<file path="config.mk">
export PLATFORM = sky130hd
export DESIGN_NAME = mux_pipe_nto1
export DESIGN_NICKNAME = d
export VERILOG_FILES = /design/src/rtl/mux_pipe_nto1_pkg.sv /design/src/rtl/mux_pipe_nto1_skid_buf.sv /design/src/rtl/mux_pipe_nto1.sv
export SDC_FILE = /design/constraint.sdc
export NUM_CORES = 1
export LEC_CHECK = 0
export CORE_AREA = 3 3 105 107
export DETAILED_ROUTE_END_ITERATION = 10
export DIE_AREA = 0 0 108 110
export GPL_TIMING_DRIVEN = 0
export PLACE_DENSITY = 0.82
export SLEW_MARGIN = 20
export SYNTH_ARGS = -nofsm -noshare
export SYNTH_HDL_FRONTEND = slang
export SYNTH_HIERARCHICAL = 1
export SYNTH_SLANG_ARGS = --single-unit
</file>
<file path="constraint.sdc">
create_clock -name Clk -period 4.85 [get_ports Clk]
set_input_delay 0.7275 -clock Clk [delete_from_list [all_inputs] [get_ports Clk]]
set_output_delay 0.7275 -clock Clk [all_outputs]
set_load 0.05 [all_outputs]
</file>
<file path="src/rtl/mux_pipe_nto1_pkg.sv">
// Shared definitions for mux_pipe_nto1: select-width rule, legal input-count bounds and skid buffer state encoding.
package mux_pipe_nto1_pkg;

    localparam int N_IN_MIN = 2;
    localparam int N_IN_MAX = 16;

    // The select port is never narrower than one bit, even for a 2-input mux.
    function automatic int sel_width(input int n);
        return (n <= 2) ? 1 : $clog2(n);
    endfunction

    // Encoded as {skid_valid, main_valid}; 2'b10 cannot be reached.
    typedef enum logic [1:0] {
        EMPTY = 2'b00,
        ONE   = 2'b01,
        TWO   = 2'b11
    } buf_state_e;

endpackage

</file>
<file path="src/rtl/mux_pipe_nto1_skid_buf.sv">
// Two-entry (main + skid) register stage with valid/ready handshake and flush.
// Latency: 1 cycle from accept to out_vld_o when main is empty or draining.
// Backpressure: in_rdy_o is a direct flop bit (!skid_valid), no path from out_rdy_i.
module skid_buf
    import mux_pipe_nto1_pkg::*;
#(
    parameter int DW = 8
) (
    input  logic          clk_i,
    input  logic          rst_ni,
    input  logic [DW-1:0] in_dat_i,
    input  logic          in_vld_i,
    output logic          in_rdy_o,
    input  logic          flush_i,
    output logic [DW-1:0] out_dat_o,
    output logic          out_vld_o,
    input  logic          out_rdy_i
);

    buf_state_e    state_q;
    logic [DW-1:0] main_q;
    logic [DW-1:0] skid_q;

    always_ff @(posedge clk_i or negedge rst_ni) begin
        if (!rst_ni) begin
            state_q <= EMPTY;
            main_q  <= '0;
            skid_q  <= '0;
        end else if (flush_i) begin
            // Payload registers are left untouched; only the valid bits drop.
            state_q <= EMPTY;
        end else begin
            case (state_q)
                EMPTY: begin
                    if (in_vld_i) begin
                        main_q  <= in_dat_i;
                        state_q <= ONE;
                    end
                end
                ONE: begin
                    case ({in_vld_i, out_rdy_i})
                        2'b10: begin
                            skid_q  <= in_dat_i;
                            state_q <= TWO;
                        end
                        2'b01:   state_q <= EMPTY;
                        2'b11:   main_q  <= in_dat_i;
                        default: state_q <= ONE;
                    endcase
                end
                TWO: begin
                    if (out_rdy_i) begin
                        main_q  <= skid_q;
                        state_q <= ONE;
                    end
                end
                default: state_q <= EMPTY;
            endcase
        end
    end

    assign out_dat_o = main_q;
    assign out_vld_o = state_q[0];
    assign in_rdy_o  = ~state_q[1];

endmodule

</file>
<file path="src/rtl/mux_pipe_nto1.sv">
// N_IN-to-1 select mux registered behind a 2-entry skid buffer; sel >= N_IN picks the last input.
// Latency: 1 cycle accept-to-output; full throughput with out_ready held high.
// Backpressure: in_ready drops once both entries hold beats. Optional MUX_PIPE_SEL_ERR_EN adds out_sel_err.
module mux_pipe_nto1
    import mux_pipe_nto1_pkg::*;
#(
    parameter int WIDTH = 32,
    parameter int N_IN  = 3,
    parameter int SEL_W = sel_width(N_IN)
) (
    input  logic                  Clk,
    input  logic                  Rst,
    input  logic [N_IN*WIDTH-1:0] in_data,
    input  logic [SEL_W-1:0]      sel,
    input  logic                  in_valid,
    output logic                  in_ready,
    input  logic                  flush,
    output logic [WIDTH-1:0]      out_data,
    output logic [SEL_W-1:0]      out_sel,
    output logic                  out_valid,
    input  logic                  out_ready
`ifdef MUX_PIPE_SEL_ERR_EN
    ,
    output logic                  out_sel_err
`endif
);

    logic [WIDTH-1:0] sel_dat;

    // Default to the last input so out-of-range selects fall through to it.
    always_comb begin
        sel_dat = in_data[(N_IN-1)*WIDTH +: WIDTH];
        for (int k = 0; k < N_IN - 1; k++) begin
            if (int'(sel) == k) begin
                sel_dat = in_data[k*WIDTH +: WIDTH];
            end
        end
    end

`ifdef MUX_PIPE_SEL_ERR_EN
    localparam int DW = WIDTH + SEL_W + 1;
    logic sel_err;
    assign sel_err = (int'(sel) >= N_IN);
`else
    localparam int DW = WIDTH + SEL_W;
`endif

    logic [DW-1:0] in_pay;
    logic [DW-1:0] out_pay;

`ifdef MUX_PIPE_SEL_ERR_EN
    assign in_pay = {sel_err, sel, sel_dat};
    assign {out_sel_err, out_sel, out_data} = out_pay;
`else
    assign in_pay = {sel, sel_dat};
    assign {out_sel, out_data} = out_pay;
`endif

    skid_buf #(
        .DW(DW)
    ) u_skid_buf (
        .clk_i    (Clk),
        .rst_ni   (Rst),
        .in_dat_i (in_pay),
        .in_vld_i (in_valid),
        .in_rdy_o (in_ready),
        .flush_i  (flush),
        .out_dat_o(out_pay),
        .out_vld_o(out_valid),
        .out_rdy_i(out_ready)
    );

endmodule

</file>
After elaboration in Yosys (flattened, before gate mapping):

Cells that the tools add are included.

* bits in registers: 70
* logic and storage cells: 34
* output and inout bits: 36
* bits of input ports: 103

* bitwise logic cells: 2
* mux-type cells: 11
* reductions and logical operators: 6
* equality and inequality tests: 12

Operators with widths (number)
* two-way mux 34 bit: 3
* case mux 34 bit (3 select lines): 1
* two-way mux 32 bit: 2
* case mux 2 bit (3 select lines): 2
* != test 3 bit (second input constant): 3
* == test 2 bit (second input constant): 4
* two-way mux 2 bit: 3
* != test 2 bit (second input constant): 3
* AND reduction 3 bit: 2
* AND reduction 5 bit: 1
* == test 2 x 1 -> 1 bit (second input constant): 2
* zero test 2 bit: 2
* nonzero test 3 bit: 1
* NOT 1 bit: 2

Logic depth before layout (Yosys ltp):

Gate-level depths: netlist of the first run.

* depth after elaboration: 5
* depth in mapped cells: 6
* mapped depth without buffers: 5

Modules after synthesis:

The synthesis of the first run kept the hierarchy.

Modules (own cells, without submodules)
* skid_buf: cells each 208, times used 1, area each 3301.9 µm²
* mux_pipe_nto1: cells each 107, times used 1, area each 714.4 µm²

Worst setup path after synthesis of the first run:

Ideal clock, no wire load.

* kind: register to register
* start point: register u_skid_buf.state_q[0]
* end point: register u_skid_buf.main_q[10], in the netlist u_skid_buf/out_dat_o[10]
* cell stages (with the launch flop): 7
* arrival time: 2.335 ns
* required time: 4.725 ns
* path slack: 2.390 ns
* clock period less this slack: 2.460 ns
* cells stage by stage: dfrtp_1 -> inv_1 -> ha_1 -> or2_4 -> a2111oi_4 -> buf_6 -> mux2_4

* word-level cells in the longest chain between the ends: 3
* elaborated cells between the ends (all ways): 9
* those cells by class: 5 x eq/ne; 1 x mux; 3 x reduce/logical

Ends and longest elaborated chain
* from (decl): line mux_pipe_nto1_skid_buf.sv:20 `buf_state_e state_q;`
* from (signal assigned): line mux_pipe_nto1_skid_buf.sv:26 `state_q <= EMPTY;`
* from (signal assigned): line mux_pipe_nto1_skid_buf.sv:31 `state_q <= EMPTY;`
* from (signal assigned): line mux_pipe_nto1_skid_buf.sv:37 `state_q <= ONE;`
* == test 2 x 1 -> 1 bit, or another cell as far along: line mux_pipe_nto1_skid_buf.sv:33 `case (state_q)`
* != test 2 bit (no source line) or nonzero test 3 bit (tied branches)
* AND reduction 5 bit (no source line)
* to (signal assigned): line mux_pipe_nto1_skid_buf.sv:36 `main_q <= in_dat_i;`
* to (signal assigned): line mux_pipe_nto1_skid_buf.sv:47 `2'b11: main_q <= in_dat_i;`
* to (signal assigned): line mux_pipe_nto1_skid_buf.sv:53 `main_q <= skid_q;`
* to (decl): line mux_pipe_nto1_skid_buf.sv:21 `logic [DW-1:0] main_q;`

Several ways; a longest one is shown, not always the timed one.
A chain may end at the register's enable or synchronous reset.

Worst setup path after layout of the first run:

* start point: input flush
* end point: register u_skid_buf.main_q[29], in the netlist u_skid_buf/out_dat_o[29]

* word-level cells in the longest chain between the ends: 2

Ends and longest elaborated chain
* from (decl): line mux_pipe_nto1.sv:17 `input logic flush,`
* NOT 1 bit (no source line)
* AND reduction 5 bit (no source line)

No other way between the ends.

==> out/qor.txt, run 1 <==
Status -> completed
Mapped cell area -> 0.00402 sq mm
Clock Skew -> 0.00872 ns
Final HPWL from detailed placement -> 7480 um
Synth area leader -> dfrtp_1
Crit share post-route -> 53.0%
Mux cell area share after synthesis -> 39.4%
Post-synth EDFFs -> 0
Power, Total -> 2.74 mW
Met3 wire length -> 550 um
Worst IR Drop VDD -> 0.276 mV
Hold_buf cts -> 0
Antenna violations before repair -> 0
Commonest cells in the netlist -> mux2_2, dfrtp_1, nand2_1, mux2i_1, mux2_4
Synth warn -> 6
Worst path slowest cell -> a2111oi_4
Layout cells sized above 1 -> 30.2%
Vias -> 2999
CTS tree -> yes
Cell family with most CP delay -> buffers and inverters
Xor/xnor share of the synthesized area -> 0%
CP Launch Point -> flush
Post-synthesis sequential area ratio -> 43.6%
Worst setup path class -> in2reg
Metal1 wirelength -> 4430 um
Resized Gates After CTS -> 0
IO Count -> 139
CTS HTree Levels -> 3
Setup_tns -> 0 ns
# rows -> 37
Crit path max fanout -> 10
Initial drt markers -> 77
Drt via density -> 4.95
Remaining Overflow, GRT -> 0
CTS buffer count -> 9
RSZ-0062 raised after global routing -> false
Final Max Tran Viols -> 0
Finished Core Util -> 56.5%
#FFs+latches synth -> 70
Worst-Skew Late Latency -> 0.33 ns
Largest family of logic cells by synthesized area -> multiplexers
DIE AREA -> 0.0119 sq mm
Final Critical Period -> 2.57 ns
Pwr per Cell Area -> 474 mW/mm^2
Dpl cell area -> 0.00559 sq mm
Crit path arrival time -> 2.79 ns
Top_reg_cell synth -> dfrtp_1
Area of the core -> 0.0102 sq mm
Post-Synth Adder-Cell Area -> 1.56%
Max clock buf depth -> 2
Async SR Flop Fraction -> 100%
Die Span Y -> 110 um
Reg clk slew, reported paths -> 0.07 ns
Critical path cell sequence -> clkdlybuf4s50_1 > or2_4 > a2111oi_4 > buf_6 > mux2_4
Root Driver -> clkbuf_8
Fin area -> 0.00579 sq mm
RePlAce Congestion -> 0.860
Data required, critical path -> 5.07 ns
Post-Syn Nets -> 423
Fmax -> 389 MHz
Largest net degree at the start of global routing -> 44
Worst r2r src -> u_skid_buf/state_q[0]
RR Endpoint -> u_skid_buf/out_dat_o[29]
DRC Markers -> 0
Synthesized area per cell -> 12.8 sq um
Vias in the first global route -> 3136
Slowest stage delay, CP -> 0.68 ns
Total of max-cap violations -> 0
Crit. End Element -> register
Cells after synthesis -> 315
Area contributors post-synth -> dfrtp_1, mux2_2, mux2_4, mux2i_1, o21ai_1
Area grow syn2layout -> 44.0%
Leak pwr -> 2.50 nW
Bufs and invs on worst path -> 2
Most frequent cell after synthesis -> mux2_2
Cell depth of the worst setup path -> 5
Total iterations of the first detailed-routing run -> 4
Final wirelength -> 10100 um
Post-CTS Setup Inserts -> 0
CP Launch Type -> input port
Setup WS post-layout -> 2.28 ns
Hold Vio Cnt, Final -> 0
Slew margin rel. -> 53.4%
Measured slew at the worst slew-check pin -> 0.699 ns
Simple-gate share of the synthesized area -> 5.14%
Initial Util -> 39.3%
CP endpoint -> u_skid_buf/out_dat_o[29]
# fillers -> 888
Diode count -> 0
Reg2Reg Setup Slack -> 2.43 ns
First-pass GRT wire length -> 15900 um
Hold Path Class -> in2async
Nets -> 573
Worst r2r path cells -> 6
Port Buf Inserts -> 138
CTS sink cnt -> 70
Post-synthesis compound-gate area fraction -> 5.51%
Share of the synthesized area in the top cell type -> 43.6%
Top Metal Used -> met4
Met2 routed WL -> 5010 um
Die width -> 108 um
Place WS -> 1.90 ns
Distinct cells, synth -> 27
Gr usage total -> 17.0%
DR WL/cell -> 16.6 um
Detail Route Antenna Nets -> 0
Setup-failing EPs final -> 0
-- sequential cells by signal (all words and copies together) (netlist names) --
signal                flops
u_skid_buf/out_dat_o     34
u_skid_buf/skid_q        34
u_skid_buf/state_q        2
-- how the worst min path moves through the flow --
stage          cells past startpoint             startpoint                        to  slack (ns)
5_1_grt                            1                    Rst  u_skid_buf/out_dat_o[13]        0.30
4_1_cts                            1                    Rst     u_skid_buf/state_q[0]        0.30
2_1_floorplan                      0                    Rst   u_skid_buf/out_dat_o[0]        0.43
6_report                           1                    Rst     u_skid_buf/state_q[0]        0.30
3_5_place_dp                       1  u_skid_buf/skid_q[12]     u_skid_buf/skid_q[12]        0.49
3_3_place_gp                       1  u_skid_buf/skid_q[30]     u_skid_buf/skid_q[30]        0.48
-- kinds of logic after synthesis --
family	count (synthesis)
multiplexers	134
flip-flops	70
AND/OR/NAND/NOR	44
AO/OA/AOI/OAI	37
buffers and inverters	25
adder cells (fa/ha/maj)	5
-- per-layer routing --
layer  global-route usage, %  vias to the layer above
li1                        -                     1426
met1                    21.4                     1485
met2                    28.9                       80
met3                    5.42                        8
met4                    3.61                        0
met5                       0                        -
-- cells in the final DEF (no fill, tap or decap), types with 2 or more instances in the layout --
master	Yosys	final
clkbuf_1	4	5
mux2_4	30	30
o21ai_2	2	2
buf_6	5	5
clkdlybuf4s50_1	0	137
clkbuf_8	0	10
dfrtp_1	70	70
mux2i_1	32	32
clkinvlp_4	0	2
buf_2	10	10
o21ai_0	3	3
nand2_1	33	33
mux2_2	72	72
nor2b_1	3	3
inv_1	3	3
buf_12	3	4
o21ai_1	28	28
ha_1	5	5
-- stage by stage --
stage                     hold WS (ns)  std cells
after floorplan                  0.432        315
after global placement           0.483        589
after detailed placement         0.492        590
after CTS                        0.302        606
after global routing             0.304        606
final                            0.304        606
-- power by group --
part	switching (mW)	total [mW]	leakage, nW	internal (mW)
Sequential	0.139	0.985	0.855	0.846
Clock	0.221	0.473	0.0955	0.252
Combinational	0.680	1.28	1.55	0.604
-- cell type report --
type,instances,area (sq um),area share [%]
plain buffers,22,181,3.14
clock buffers,11,141,2.44
clock inverters,5,58.8,1.02
inverters,3,11.3,0.195
multi-input cells,220,2070,35.8
flip-flops and latches,70,1750,30.3
well taps,136,170,2.94
repair buffers,139,1400,24.2
No activity file was read; power rests on OpenSTA's default activity.
==> inputs of run 2 (changes only) <==
==> constraint.sdc (replaced) <==
create_clock -name Clk -period 2.4 [get_ports Clk]
set_input_delay 0.36 -clock Clk [delete_from_list [all_inputs] [get_ports Clk]]
set_output_delay 0.36 -clock Clk [all_outputs]
set_load 0.05 [all_outputs]
==> run 2 against run 1 <==
Net effect: clock-buffer cell count unchanged; worst hold slack improved by 0.19 ns; first-iteration DRC count increased by 44%; critical endpoint is now u_skid_buf/skid_q[10]; highest routed layer unchanged.
==> out/qor.txt, run 2 (same netlist as run 1, synthesis figures left out) <==
Status -> completed
CTS buffer count -> 9
Fin area -> 0.00589 sq mm
CTS sink cnt -> 70
Detail Route Antenna Nets -> 0
Final Critical Period -> 2.20 ns
Area of the core -> 0.0102 sq mm
Largest net degree at the start of global routing -> 40
Worst-Skew Late Latency -> 0.33 ns
Nets -> 576
Total of max-cap violations -> 0
Hold Vio Cnt, Final -> 0
Final HPWL from detailed placement -> 7600 um
Drt via density -> 4.95
Gr usage total -> 17.1%
DIE AREA -> 0.0119 sq mm
CTS tree -> yes
Area grow syn2layout -> 46.7%
Reg clk slew, reported paths -> 0.08 ns
Inst Count DP -> 590
# fillers -> 865
Vias in the first global route -> 3118
Fmax -> 455 MHz
Dpl cell area -> 0.00559 sq mm
Setup WS post-layout -> 0.204 ns
Crit share post-route -> 91.5%
Data required, critical path -> 2.61 ns
Initial drt markers -> 111
Most frequent cells in the layout -> clkdlybuf4s50_1, mux2_2, dfrtp_1
CTS HTree Levels -> 3
Total iterations of the first detailed-routing run -> 4
Diode count -> 0
Worst setup path class -> reg2reg
Most common cell after layout, fill and taps aside -> clkdlybuf4s50_1
Clock Skew -> 0.00812 ns
IO Count -> 139
Port Buf Inserts -> 138
Area occupied by multi-input gates -> 0.00207 sq mm
First-pass GRT wire length -> 15700 um
Initial Util -> 39.3%
Final Non-Filler Cells -> 609
Setup-failing EPs final -> 0
DR WL/cell -> 16.7 um
# rows -> 37
Final wirelength -> 10200 um
RePlAce Congestion -> 0.724
Crit path arrival time -> 2.41 ns
Max clock buf depth -> 2
Place WS -> -0.170 ns
Resized Gates After CTS -> 0
Remaining Overflow, GRT -> 0
Crit path max fanout -> 10
Antenna violations before repair -> 0
RSZ-0062 raised after global routing -> false
Pwr per Cell Area -> 1000 mW/mm^2
DRC Markers -> 0
Layout cells sized above 1 -> 30.9%
Die width -> 108 um
Measured slew at the worst slew-check pin -> 0.655 ns
Leak pwr -> 2.56 nW
Worst IR Drop VDD -> 0.591 mV
FF+latch area -> 0.00175 sq mm
Crit. End Element -> register
Slew margin rel. -> 56.4%
Hold Path Class -> in2async
Root Driver -> clkbuf_8
Vias -> 3012
Die Span Y -> 110 um
Final Max Tran Viols -> 0
CP Launch Type -> register
-- run 2: what timing repair did --
item | CTS | global route
hold endpoints to repair | 31 | 0
hold buffers | 1 | 0
buffers inserted | 2 | 0
endpoints found under the setup margin | 30 | 0
-- run 2: layout make-up --
| class | instances | share of cell area [%] |
|---|---|---|
| multi-input cells | 220 | 35.2 |
| plain buffers | 22 | 3.08 |
| clock buffers | 11 | 2.57 |
| well taps | 136 | 2.89 |
| repair buffers | 142 | 24.2 |
| clock inverters | 5 | 2.19 |
| flip-flops and latches | 70 | 29.8 |
| inverters | 3 | 0.191 |
-- run 2: path summary, 6_finish.rpt --
path,from,end,slack (ns),depth (start not counted)
max in group asynchronous,Rst,u_skid_buf/skid_q[0],1.33,3
max reg2reg,u_skid_buf/state_q[1],u_skid_buf/skid_q[10],0.20,6
max,u_skid_buf/state_q[1],u_skid_buf/skid_q[10],0.20,6
min,Rst,u_skid_buf/state_q[0],0.50,2
min in group Clk,u_skid_buf/skid_q[6],u_skid_buf/skid_q[6],0.51,1
min reg2reg,u_skid_buf/skid_q[6],u_skid_buf/skid_q[6],0.51,1
-- run 2: routing by layer --
| metal | routed length, um | GRT usage, % | vias up |
|---|---|---|---|
| li1 | - | - | 1430 |
| met1 | 4340 | 21.1 | 1482 |
| met2 | 5050 | 29.2 | 94 |
| met3 | 701 | 5.36 | 6 |
| met4 | 79 | 4.60 | 0 |
| met5 | 0 | 0 | - |
-- run 2: report_power, final --
group	total [mW]	internal (mW)	switching [mW]
registers	1.99	1.71	0.280
clock network	1.30	0.855	0.443
logic	2.60	1.23	1.37
-- run 2: stage by stage --
step | setup TNS [ns] | hold slack (ns) | utilization, % | power, mW
floorplan | 0 | 0.0644 | - | 3.70
global placement | -102.69 | 0.483 | 54.4 | 4.54
detailed placement | -4.96 | 0.326 | 54.6 | 4.61
CTS | 0 | 0.493 | 57.6 | 5.96
global route | 0 | 0.517 | 57.6 | 6.18
finish | 0 | 0.499 | 57.6 | 5.89
-- run 2: critical path, stage by stage (launching register included) --
cell and delay, ns:
dfrtp_1 0.42, inv_1 0.14, ha_1 0.23, and4bb_2 0.24, clkbuf_1 0.32, buf_2 0.34, mux2_2 0.38
